## src/rtl/commit_unit.sv

```systemverilog
// In-order retirement stage: picks up to two finished GL head entries per cycle,
// releases old physical registers, serialises stores and turns faults into a one-cycle trap.
module commit_unit #(
  parameter int unsigned PHY_REG_BITS = 6,
  parameter int unsigned GL_IDX_BITS  = 5,
  parameter int unsigned PC_BITS      = 40
) (
  input  logic                      clk_i,
  input  logic                      rstn_i,
  input  logic [1:0]                head_valid_i,
  input  logic [1:0]                head_ex_i,
  input  logic [1:0]                head_is_store_i,
  input  logic [1:0]                head_is_csr_i,
  input  logic [1:0]                head_we_i,
  input  logic [2*PHY_REG_BITS-1:0] head_old_prd_i,
  input  logic [2*PC_BITS-1:0]      head_pc_i,
  input  logic [GL_IDX_BITS-1:0]    head_index_i,
  input  logic [63:0]               ex_cause_i,
  output logic [1:0]                read_head_o,
  output logic [1:0]                free_valid_o,
  output logic [2*PHY_REG_BITS-1:0] free_prd_o,
  output logic                      store_req_o,
  output logic [GL_IDX_BITS-1:0]    store_index_o,
  input  logic                      store_ack_i,
  output logic                      flush_commit_o,
  output logic                      trap_valid_o,
  output logic [PC_BITS-1:0]        trap_pc_o,
  output logic [63:0]               trap_cause_o,
  output logic [63:0]               instret_o
);

  localparam int unsigned CNT_BITS = 64;

  typedef enum logic [1:0] {
    RUN        = 2'd0,
    STORE_WAIT = 2'd1,
    TRAP       = 2'd2
  } state_t;

  state_t     state_q, state_d;
  logic [1:0] retire_c;
  logic       latch_trap_c;
  logic       latch_store_c;
  logic       slot1_ok_c;

  // State register
  always_ff @(posedge clk_i or negedge rstn_i) begin
    if (!rstn_i) state_q <= RUN;
    else         state_q <= state_d;
  end

  // Slot 1 may pair with slot 0 only if neither needs serialising
  assign slot1_ok_c = head_valid_i[1] & ~head_ex_i[1] & ~head_is_store_i[1] &
                      ~head_is_csr_i[1] & ~head_is_csr_i[0];

  // Next-state and retire decision
  always_comb begin
    state_d       = state_q;
    retire_c      = 2'b00;
    latch_trap_c  = 1'b0;
    latch_store_c = 1'b0;
    unique case (state_q)
      RUN: begin
        if (head_valid_i[0]) begin
          if (head_ex_i[0]) begin
            latch_trap_c = 1'b1;
            state_d      = TRAP;
          end else if (head_is_store_i[0]) begin
            latch_store_c = 1'b1;
            state_d       = STORE_WAIT;
          end else begin
            retire_c = {slot1_ok_c, 1'b1};
          end
        end
      end
      STORE_WAIT: begin
        if (store_ack_i) begin
          retire_c = 2'b01;
          state_d  = RUN;
        end
      end
      TRAP:    state_d = RUN;
      default: state_d = RUN;
    endcase
  end

  assign read_head_o    = retire_c;
  assign free_valid_o   = retire_c & head_we_i;
  assign free_prd_o     = head_old_prd_i;
  assign store_req_o    = (state_q == STORE_WAIT);
  assign flush_commit_o = (state_q == TRAP);
  assign trap_valid_o   = (state_q == TRAP);

  // Captured store index and fault information
  always_ff @(posedge clk_i or negedge rstn_i) begin
    if (!rstn_i) begin
      store_index_o <= '0;
      trap_pc_o     <= '0;
      trap_cause_o  <= '0;
    end else begin
      if (latch_store_c) store_index_o <= head_index_i;
      if (latch_trap_c) begin
        trap_pc_o    <= head_pc_i[PC_BITS-1:0];
        trap_cause_o <= ex_cause_i;
      end
    end
  end

  // Retired-instruction counter, wraps naturally
  always_ff @(posedge clk_i or negedge rstn_i) begin
    if (!rstn_i) instret_o <= '0;
    else         instret_o <= instret_o + CNT_BITS'(retire_c[0]) + CNT_BITS'(retire_c[1]);
  end

endmodule

```

## config.mk

```make
export PLATFORM = sky130hd
export DESIGN_NAME = commit_unit
export DESIGN_NICKNAME = d
export VERILOG_FILES = /design/src/rtl/commit_unit.sv
export SDC_FILE = /design/constraint.sdc
export NUM_CORES = 1
export LEC_CHECK = 0
export ABC_AREA = 1
export CAP_MARGIN = 40
export CORE_UTILIZATION = 40
export CTS_BUF_LIST = sky130_fd_sc_hd__clkbuf_8
export DETAILED_ROUTE_END_ITERATION = 8
export PLACE_DENSITY = 0.82
export SLEW_MARGIN = 20
export SYNTH_ARGS = -nofsm -noshare
export SYNTH_HDL_FRONTEND = slang
export SYNTH_SLANG_ARGS = --single-unit
```

## constraint.sdc

```tcl
create_clock -name clk_i -period 2.98 [get_ports clk_i]
set_clock_uncertainty 0.15 [all_clocks]
set_input_delay 0.298 -clock clk_i [delete_from_list [all_inputs] [get_ports clk_i]]
set_output_delay 0.298 -clock clk_i [all_outputs]
set_load 0.05 [all_outputs]
```

Word-level counts from Yosys, hierarchy flattened
Index checks and enable logic that the tools add are counted.
{"block": "word_totals", "out_inout_bits": 192, "regBits": 175, "wordCells": 40, "inputBits": 174}
{"block": "op_classes", "bitwise_logic": 9, "reduce_logical": 2, "eq_ne": 5, "n_mux": 17, "add_sub_neg": 2}
{"operator": "$add A64 B1 Y64", "count": 2}
{"operator": "$mux W2", "count": 7}
{"operator": "$mux W1", "count": 8}
{"operator": "$pmux W2 S2", "count": 2}
{"operator": "$and A1 B1 Y1", "count": 4}
{"operator": "$not A1 Y1", "count": 4}
{"operator": "$ne A3 B3 Y1 const B", "count": 1}
{"operator": "$reduce_and A3 Y1", "count": 1}
{"operator": "$and A2 B2 Y2", "count": 1}
{"operator": "$eq A2 B1 Y1 const B", "count": 1}
{"operator": "$eq A2 B2 Y1 const B", "count": 1}
{"operator": "$logic_not A2 Y1", "count": 1}
{"operator": "$ne A2 B1 Y1 const B", "count": 1}
{"operator": "$ne A2 B2 Y1 const B", "count": 1}

Logic depth before layout (Yosys ltp)
Gate-level depths: netlist of the first run.
{"block": "logic_depth", "ltp_word": 11, "mapped_depth": 18, "mapped_depth_nobuf": 18}

Least setup slack after synthesis of the first run
OpenSTA, ideal clock, no wires.
{"block": "synth_timing", "kind": "reg2reg", "start": "reg state_q[1]", "end": "reg instret_o[42]", "n_path_buf": 0, "t_arrival_ns": 3.286, "stages_incl_launch_ff": 17, "setup_slack_ns": -0.576, "t_required_ns": 2.710, "setup_time_ns": 0.120, "synth_period_minus_slack_ns": 3.556, "path_cell_list": "dfrtp_1 nor2_1 nand2_1 nand2_1 inv_1 fa_1 inv_1 ha_1 inv_2 nor2_4 nand2_4 nor2_4 nand2_1 inv_1 nand2_1 nand2_1 nand2_1"}
{"block": "synth_between", "elab_chain_cells": 4, "elab_cells_between_ends": 5, "classes_between": "2 x add/sub; 1 x eq/ne; 1 x mux; 1 x reduce/logical"}
{"item": "from (decl)", "line_no": "40", "rtl": "state_t state_q, state_d;"}
{"item": "from (signal assigned)", "line_no": "49", "rtl": "else state_q <= state_d;"}
{"item": "$eq A2 B1 Y1"}
{"item": "via store_req_o", "line_no": "22", "rtl": "output logic store_req_o,"}
{"item": "$pmux W2 S2", "line_no": "62", "rtl": "unique case (state_q)"}
{"item": "via read_head_o[0]", "line_no": "19", "rtl": "output logic [1:0] read_head_o,"}
{"item": "$add A64 B1 Y64 (2 in series)", "line_no": "112", "rtl": "else instret_o <= instret_o + CNT_BITS'(retire_c[0]) + CNT_BITS'(retire_c[1]);"}
{"item": "to (signal assigned)", "line_no": "112"}
{"item": "to (decl)", "line_no": "29", "rtl": "output logic [63:0] instret_o"}
The timed path passes the listed nets, and every way through them passes these cells.
A chain may end at the register's enable or synchronous reset.

Worst setup path after layout of the first run
{"block": "layout_timing", "start": "reg state_q[1]", "end": "out free_valid_o[0]"}
{"block": "layout_between", "elab_chain_cells": 3, "elab_cells_between_ends": 4, "classes_between": "1 x eq/ne; 1 x mux; 1 x bitwise; 1 x reduce/logical"}
{"item": "$eq A2 B1 Y1 or $logic_not A2 Y1 (tied branches)", "line_no": "62"}
{"item": "$pmux W2 S2 (*)", "line_no": "62"}
{"item": "$and A2 B2 Y2 (*)", "line_no": "88", "rtl": "assign free_valid_o = retire_c & head_we_i;"}
{"item": "to (decl)", "line_no": "20", "rtl": "output logic [1:0] free_valid_o,"}
Every way passes the cells marked *; elsewhere a longest branch is shown, timed or not.

==> results.txt, run 1 <==
Status -> finished, final reports clean
Sequential-to-total area share from yosys stat -> 0.538
Crit path kind -> reg -> out
Min-delay src -> ex_cause_i[20]
Placed Area -> 0.0115 mm2
CTS Buf Count -> 17
GRT overflow -> 0
Synthesized Nets -> 1199
Worst-margin pin slew -> 0.605 ns
Pin count of the biggest net entering global routing -> 63
Global-route wire length before repair -> 39900 um
FF+latch count, synth -> 175
Later-pin clock latency in the skew report -> 0.46 ns
Crit end category -> primary output
Bufs and invs on worst path -> 2
Reg-to-reg startpoint -> state_q[1]$_DFFE_PN0P_
Final core utilization -> 0.607
Top layer in use -> met4
YS warnings -> 0
Power share of the combinational group -> 0.358
Startpoint types -> flop
Max-Cap Viols -> 0
Initial antenna violation count -> 0
Setup violators final -> 0
Setup TNS Final -> 0 ns
Reg2reg setup slack -> 0.17 ns
# IOs -> 366
Period Utilization, post-route -> 0.953
DR pass1 iterations -> 5
DRT Wirelength -> 26100 um
Area Overhead vs Synth -> 46.9%
Clk buf depth -> 2
CTS tree -> done
Number of failing hold endpoints at the final stage -> 0
P_int -> 4390 uW
Yosys cell types -> 26
Leakage power -> 0.00539 uW
Tightest Hold Check Type -> in -> reg
Clk root buf -> clkbuf_8
Relative slew slack -> 0.595
Die W -> 145 um
Worst path top cell family by delay -> buffers and inverters
Slowest stage delay, CP -> 0.82 ns
Hold Path Sink -> trap_cause_o[20]$_DFFE_PN0P_
Power density cells -> 611 mW/mm2
Fin Hold WS -> 0.208 ns
Net Sw Power -> 2930 uW
Switching Fraction -> 0.400
DRT iter0 DRCs -> 446
Max-slew violations -> 0
Mapped Cells -> 1023
Clk pin slew, worst setup/hold paths -> 0.10 ns
Slowest cell on the critical path -> clkdlybuf4s50_1
Final GP Congestion -> 0.958
Final Cell Area -> 0.0120 mm2
# rows -> 51
Initial Util -> 0.413
Arrival time worst endpoint -> 2.39 ns
Die ar. -> 0.0209 mm2
Final min period -> 2.84 ns
Maximum vdd drop -> 0.000405 V
Sequential Power Share -> 0.401
Die Span Y -> 145 um
Synth Area per Inst -> 7.96 um2
Vias -> 7694
Clock power share -> 0.241
F_max -> 352 MHz
Hold Path Stages -> 3
Cell area after synthesis -> 0.00814 mm2
Antenna Nets Post-Route -> 0
Layout cells sized above 1 -> 0.0856
Vias in the first global route -> 7465
DR WL met3 -> 2380 um
H-Tree Depth -> 4
Reg2reg end -> instret_o[44]$_DFF_PN0_
Setup bufs post-CTS -> 0
Crit path required time -> 2.53 ns
Worst path cell trace -> nor2_2, nand2_1, nor2_2, nand2_2, nand2_2, inv_1, nor2_1, clkdlybuf4s50_1
Detail-routed via count per cell -> 4.78
DRC viols -> 0
Met2 WL -> 12100 um
Total track usage -> 0.258
Reg2Reg Depth -> 16
Port Buf Inserts -> 301
Routed len/inst -> 16.2 um
Critical-path maximum fanout -> 4
Met1 WL -> 10900 um
Ant diodes -> 0
Post-layout net count -> 1506
Clk sink count -> 175
Core ar. -> 0.0197 mm2
DPL Wire Length -> 20500 um
[worst register-to-register path, stage by stage, from the launching register on]
cell and delay, ns:
dfrtp_2 0.45, nor2_2 0.15, nand2_1 0.08, nor2_2 0.11, nand2_2 0.10, nor2_4 0.12, inv_1 0.07, fa_2 0.39
inv_2 0.10, ha_4 0.16, inv_2 0.05, nor2_4 0.13, nand2_4 0.10, nor2_1 0.24, nand3_1 0.13, nand2_1 0.10
nand2_1 0.06
[area by class of cell]
cell class | count | area (um2)
Multi-Input combinational cell | 764 | 3410
Timing Repair Buffer | 323 | 3240
Inverter | 49 | 185
Tap cell | 265 | 332
Sequential cell | 175 | 4380
Clock inverter | 14 | 174
Fill cell | 1659 | 7750
Clock buffer | 18 | 248
[power groups by stage]
stage / combinational, uW / sequential [uW] / clock [uW]
global route: 2770 / 2980 / 1890
global placement: 2600 / 2970 / 0
detailed placement: 2630 / 2970 / 0
floorplan: 440 / 4120 / 0
CTS: 2640 / 2940 / 1800
finish: 2620 / 2930 / 1760
[metal layers]
layer | vias to the layer above | global-route usage
met1 | 3599 | 0.326
li1 | 3725 | -
met2 | 321 | 0.421
met5 | - | 0
met3 | 49 | 0.0704
met4 | 0 | 0.0970
[stage by stage]
| step | setup WS, ns | total power (uW) | std cells |
|---|---|---|---|
| 2_1_floorplan | 0.0179 | 4560 | 1023 |
| 3_3_place_gp | 0.0148 | 5560 | 1574 |
| 3_5_place_dp | -0.154 | 5600 | 1575 |
| 4_1_cts | 0.0379 | 7380 | 1608 |
| 5_1_grt | -0.00292 | 7640 | 1608 |
| 6_report | 0.140 | 7320 | 1608 |
[cells in the final DEF, fill, tap and decap left out, drive strengths merged]
master,n
buf,23
bufinv,2
clkbuf,18
clkdlybuf4s50,299
clkinv,6
clkinvlp,3
dfrtp,175
dlygate4sd3,1
fa,1
ha,1
inv,52
mux2,5
nand2,529
nand3,13
nand3b,5
nand4,12
nor2,146
o21ai,20
o31ai,1
xnor2,20
xor2,11
[registers in the layout, indices dropped and copies added, names as in the netlist]
signal,flops
trap_pc_o,40
instret_o,64
store_index_o,5
trap_cause_o,64
state_q,2
[synth_stat cells]
cell type    n  area (um2)
o21ai_1     17        85.1
nand4_1     12        75.1
nand3_2      1        10.0
o31ai_1      1        7.51
clkinv_1     3        11.3
nand3_1     12        60.1
buf_4       19         143
buf_2       12        60.1
ha_1         1        12.5
inv_2        2        7.51
xor2_1      11        96.3
mux2_2       5        56.3
clkbuf_1     4        15.0
nor2_1     119         447
o21ai_0      3        15.0
inv_1       44         165
nor2_4       8        90.1
nor2_2      18         113
nand2_2     11        68.8
fa_1         1        20.0
xnor2_1     20         175
nand3b_1     5        37.5
nand2_1    514        1930
dfrtp_1    175        4380
nand2_4      4        45.0
nor2_8       1        20.0
[what timing repair did]
| item | CTS | global route |
|---|---|---|
| gates resized for setup | 0 | 4 |
| endpoints found under the hold margin | 58 | 0 |
| hold buffers | 1 | 0 |
| setup endpoints to repair | 0 | 15 |
[cell families (layout without fill, tap and decap cells)]
kind of cell | count (synthesis) | count (layout) | synth area share
adders and majority gates | 2 | 2 | 0.00399
buffers and inverters | 84 | 404 | 0.0493
muxes | 5 | 5 | 0.00691
DFF | 175 | 175 | 0.538
xor gates and xnor gates | 31 | 31 | 0.0333
AOI/OAI and AO/OA | 21 | 21 | 0.0132
and+or+nand+nor | 705 | 705 | 0.356
[how the worst max path moves through the flow]
stage,start,endpoint,slack [ns],cells past startpoint
2_1_floorplan,state_q[1]$_DFFE_PN0P_,instret_o[42]$_DFF_PN0_,0.02,18
4_1_cts,state_q[1]$_DFFE_PN0P_,instret_o[44]$_DFF_PN0_,0.04,16
3_5_place_dp,head_ex_i[0],instret_o[48]$_DFF_PN0_,-0.15,17
5_1_grt,state_q[1]$_DFFE_PN0P_,instret_o[42]$_DFF_PN0_,-0.003,18
6_report,state_q[1]$_DFFE_PN0P_,free_valid_o[0],0.14,8
3_3_place_gp,head_ex_i[0],instret_o[48]$_DFF_PN0_,0.01,17
Note: power is estimated with default switching activity, not from simulation.
==> run 2, diff against run 1 <==
DONT_BUFFER_PORTS = 1   (was not set)
PLACE_DENSITY = 0.59   (was 0.82)
==> results.txt, run 2 (synthesized netlist as in run 1, its figures left out) <==
Slowest cell on the critical path -> dfrtp_1 (was clkdlybuf4s50_1)
Clk root buf -> clkbuf_8 (unchanged)
GRT overflow -> 0 (unchanged)
Clk pin slew, worst setup/hold paths -> 0.11 ns (was 0.10 ns)
Commonest cells after routing, fill and taps aside -> nand2_1 (513), dfrtp_1 (175), nor2_1 (114) (was nand2_1 (512), clkdlybuf4s50_1 (299), dfrtp_1 (174))
Reg-to-reg startpoint -> state_q[0]$_DFFE_PN0P_ (was state_q[1]$_DFFE_PN0P_)
Core ar. -> 0.0197 mm2 (unchanged)
Later-pin clock latency in the skew report -> 0.47 ns (was 0.46 ns)
Reg2reg end -> instret_o[48]$_DFF_PN0_ (was instret_o[44]$_DFF_PN0_)
Clk buf depth -> 2 (unchanged)
Met1 GRT Util -> 0.299 (was 0.326)
Antenna Nets Post-Route -> 0 (unchanged)
Setup violators final -> 0 (unchanged)
Maximum vdd drop -> 0.000388 V (was 0.000405 V)
F_max -> 364 MHz (was 352 MHz)
Vias -> 6992 (was 7694)
CTS tree -> done (unchanged)
Max-Cap Viols -> 0 (unchanged)
Worst path top cell family by delay -> simple AND/OR/NAND/NOR gates (was buffers and inverters)
Post-layout net count -> 1341 (was 1506)
Biggest regs -> instret_o x64, trap_cause_o x64, trap_pc_o x40 (unchanged)
Crit path kind -> reg -> reg (was reg -> out)
Initial antenna violation count -> 2 (was 0)
H-Tree Depth -> 4 (unchanged)
Leakage power -> 0.00487 uW (was 0.00539 uW)
Period Utilization, post-route -> 0.923 (was 0.953)
# rows -> 51 (unchanged)
Power density cells -> 644 mW/mm2 (was 611 mW/mm2)
Relative slew slack -> 0.555 (was 0.595)
Critical-path maximum fanout -> 8 (was 4)
CP dominant cell by count -> nand2_1
Met3 GRT Util -> 0.0731 (was 0.0704)
Port Buf Inserts -> 0 (was 301)
Status -> complete, but fails checks (was finished, final reports clean)
Total track usage -> 0.243 (was 0.258)
Bufs and invs on worst path -> 3 (was 2)
Slowest stage delay, CP -> 0.43 ns (was 0.82 ns)
Die ar. -> 0.0209 mm2 (unchanged)
Pin count of the biggest net entering global routing -> 176 (was 63)
Area Overhead vs Synth -> 25.7% (was 46.9%)
Die W -> 145 um (unchanged)
Max-slew violations -> 0 (unchanged)
Final core utilization -> 0.519 (was 0.607)
Number of failing hold endpoints at the final stage -> 175 (was 0)
Crit path required time -> 3.18 ns (was 2.53 ns)
Final GP Congestion -> 0.911 (was 0.958)
# IOs -> 366 (unchanged)
Failing checks -> negative hold slack
Met2 usage -> 0.404 (was 0.421)
CTS Buf Count -> 17 (unchanged)
Die Span Y -> 145 um (unchanged)
Setup TNS Final -> 0 ns (unchanged)
Crit end category -> flop (was primary output)
DRC viols -> 0 (unchanged)
Detail-routed via count per cell -> 4.84 (was 4.78)
Layout cells sized above 1 -> 0.118 (was 0.0856)
DRT iter0 DRCs -> 402 (was 446)
Fin Hold WS -> -0.640 ns (was 0.208 ns)
Initial Util -> 0.413 (unchanged)
Reg2reg setup slack -> 0.23 ns (was 0.17 ns)
CTS Hold Bufs -> 110 (was 1)
Vias in the first global route -> 7078 (was 7465)
Worst path cell trace -> nor2_2, nand2_1, nor2_1, nand2_1, nor2_4, inv_1, fa_2, inv_2, ha_4, inv_2, nor2_4, nand2_4, nor2_4, nand3_1, nand2_1, nand2_1 (was nor2_2, nand2_1, nor2_2, nand2_2, nand2_2, inv_1, nor2_1, clkdlybuf4s50_1)
DRT Wirelength -> 24700 um (was 26100 um)
DR pass1 iterations -> 5 (unchanged)
Routed len/inst -> 17.1 um (was 16.2 um)
Commonest non-fill, non-tap cell in the layout -> nand2_1 (unchanged)
Reg2Reg Depth -> 16 (unchanged)
Arrival time worst endpoint -> 2.95 ns (was 2.39 ns)
Clk sink count -> 175 (unchanged)
DPL Wire Length -> 18000 um (was 20500 um)
Tightest Hold Check Type -> in -> async (was in -> reg)
Worst-margin pin slew -> 0.668 ns (was 0.605 ns)
Global-route wire length before repair -> 38000 um (was 39900 um)
Startpoint types -> flop (unchanged)
Final min period -> 2.75 ns (was 2.84 ns)
Most used routing layer -> met2 (unchanged)
RSZ-0062 raised after global routing -> no
[run 2: final cells by class]
type,instances,area [um2]
Inverter,49,185
Multi-Input combinational cell,764,3410
Clock inverter,15,205
Fill cell,1836,9480
Sequential cell,175,4380
Clock buffer,17,234
Timing Repair Buffer,158,1490
Antenna cell,2,5.00
Tap cell,265,332
[run 2: repair_timing]
item / 4_1_cts / 5_1_grt
setup endpoints to repair: 0 / 11
setup buffers: 0 / 1
hold endpoints to repair: 285 / 175
gates resized for setup: 0 / 2
[run 2: metrics by stage]
| step | power [uW] | instances | cell area [um2] | setup slack (ns) | hold WS, ns |
|---|---|---|---|---|---|
| 2_1_floorplan | 4560 | 1023 | 8180 | 0.0179 | -0.148 |
| 3_3_place_gp | 4690 | 1299 | 8660 | 0.204 | -0.144 |
| 3_5_place_dp | 4710 | 1300 | 8680 | 0.115 | -0.144 |
| 4_1_cts | 6640 | 1442 | 10200 | 0.0935 | -0.677 |
| 5_1_grt | 6870 | 1445 | 10200 | 0.0409 | -0.688 |
| 6_report | 6600 | 1445 | 10200 | 0.229 | -0.640 |
[run 2: worst max path at each step]
stage | startpoint | cells past startpoint | end | slack, ns
after floorplan | state_q[1]$_DFFE_PN0P_ | 18 | instret_o[42]$_DFF_PN0_ | 0.02
after global placement | state_q[0]$_DFFE_PN0P_ | 16 | instret_o[44]$_DFF_PN0_ | 0.20
after detailed placement | state_q[0]$_DFFE_PN0P_ | 16 | instret_o[36]$_DFF_PN0_ | 0.12
after CTS | state_q[0]$_DFFE_PN0P_ | 16 | instret_o[44]$_DFF_PN0_ | 0.09
after global routing | state_q[0]$_DFFE_PN0P_ | 18 | instret_o[42]$_DFF_PN0_ | 0.04
final | state_q[0]$_DFFE_PN0P_ | 16 | instret_o[48]$_DFF_PN0_ | 0.23
[run 2: power by group]
part	total (uW)	leakage [uW]	internal, uW	switching, uW
Sequential	4150	0.00226	2680	1470
Combinational	650	0.00239	301	349
Clock	1790	0.000221	742	1050
Total	6600	0.00487	3720	2870
[run 2: per-layer routing]
metal  vias up  share of wire  routed length (um)
li1       3393              -                   -
met4         0          0.020                 504
met1      3277           0.41               10200
met5         -              0                   0
met3        32          0.084                2070
met2       290           0.48               11900
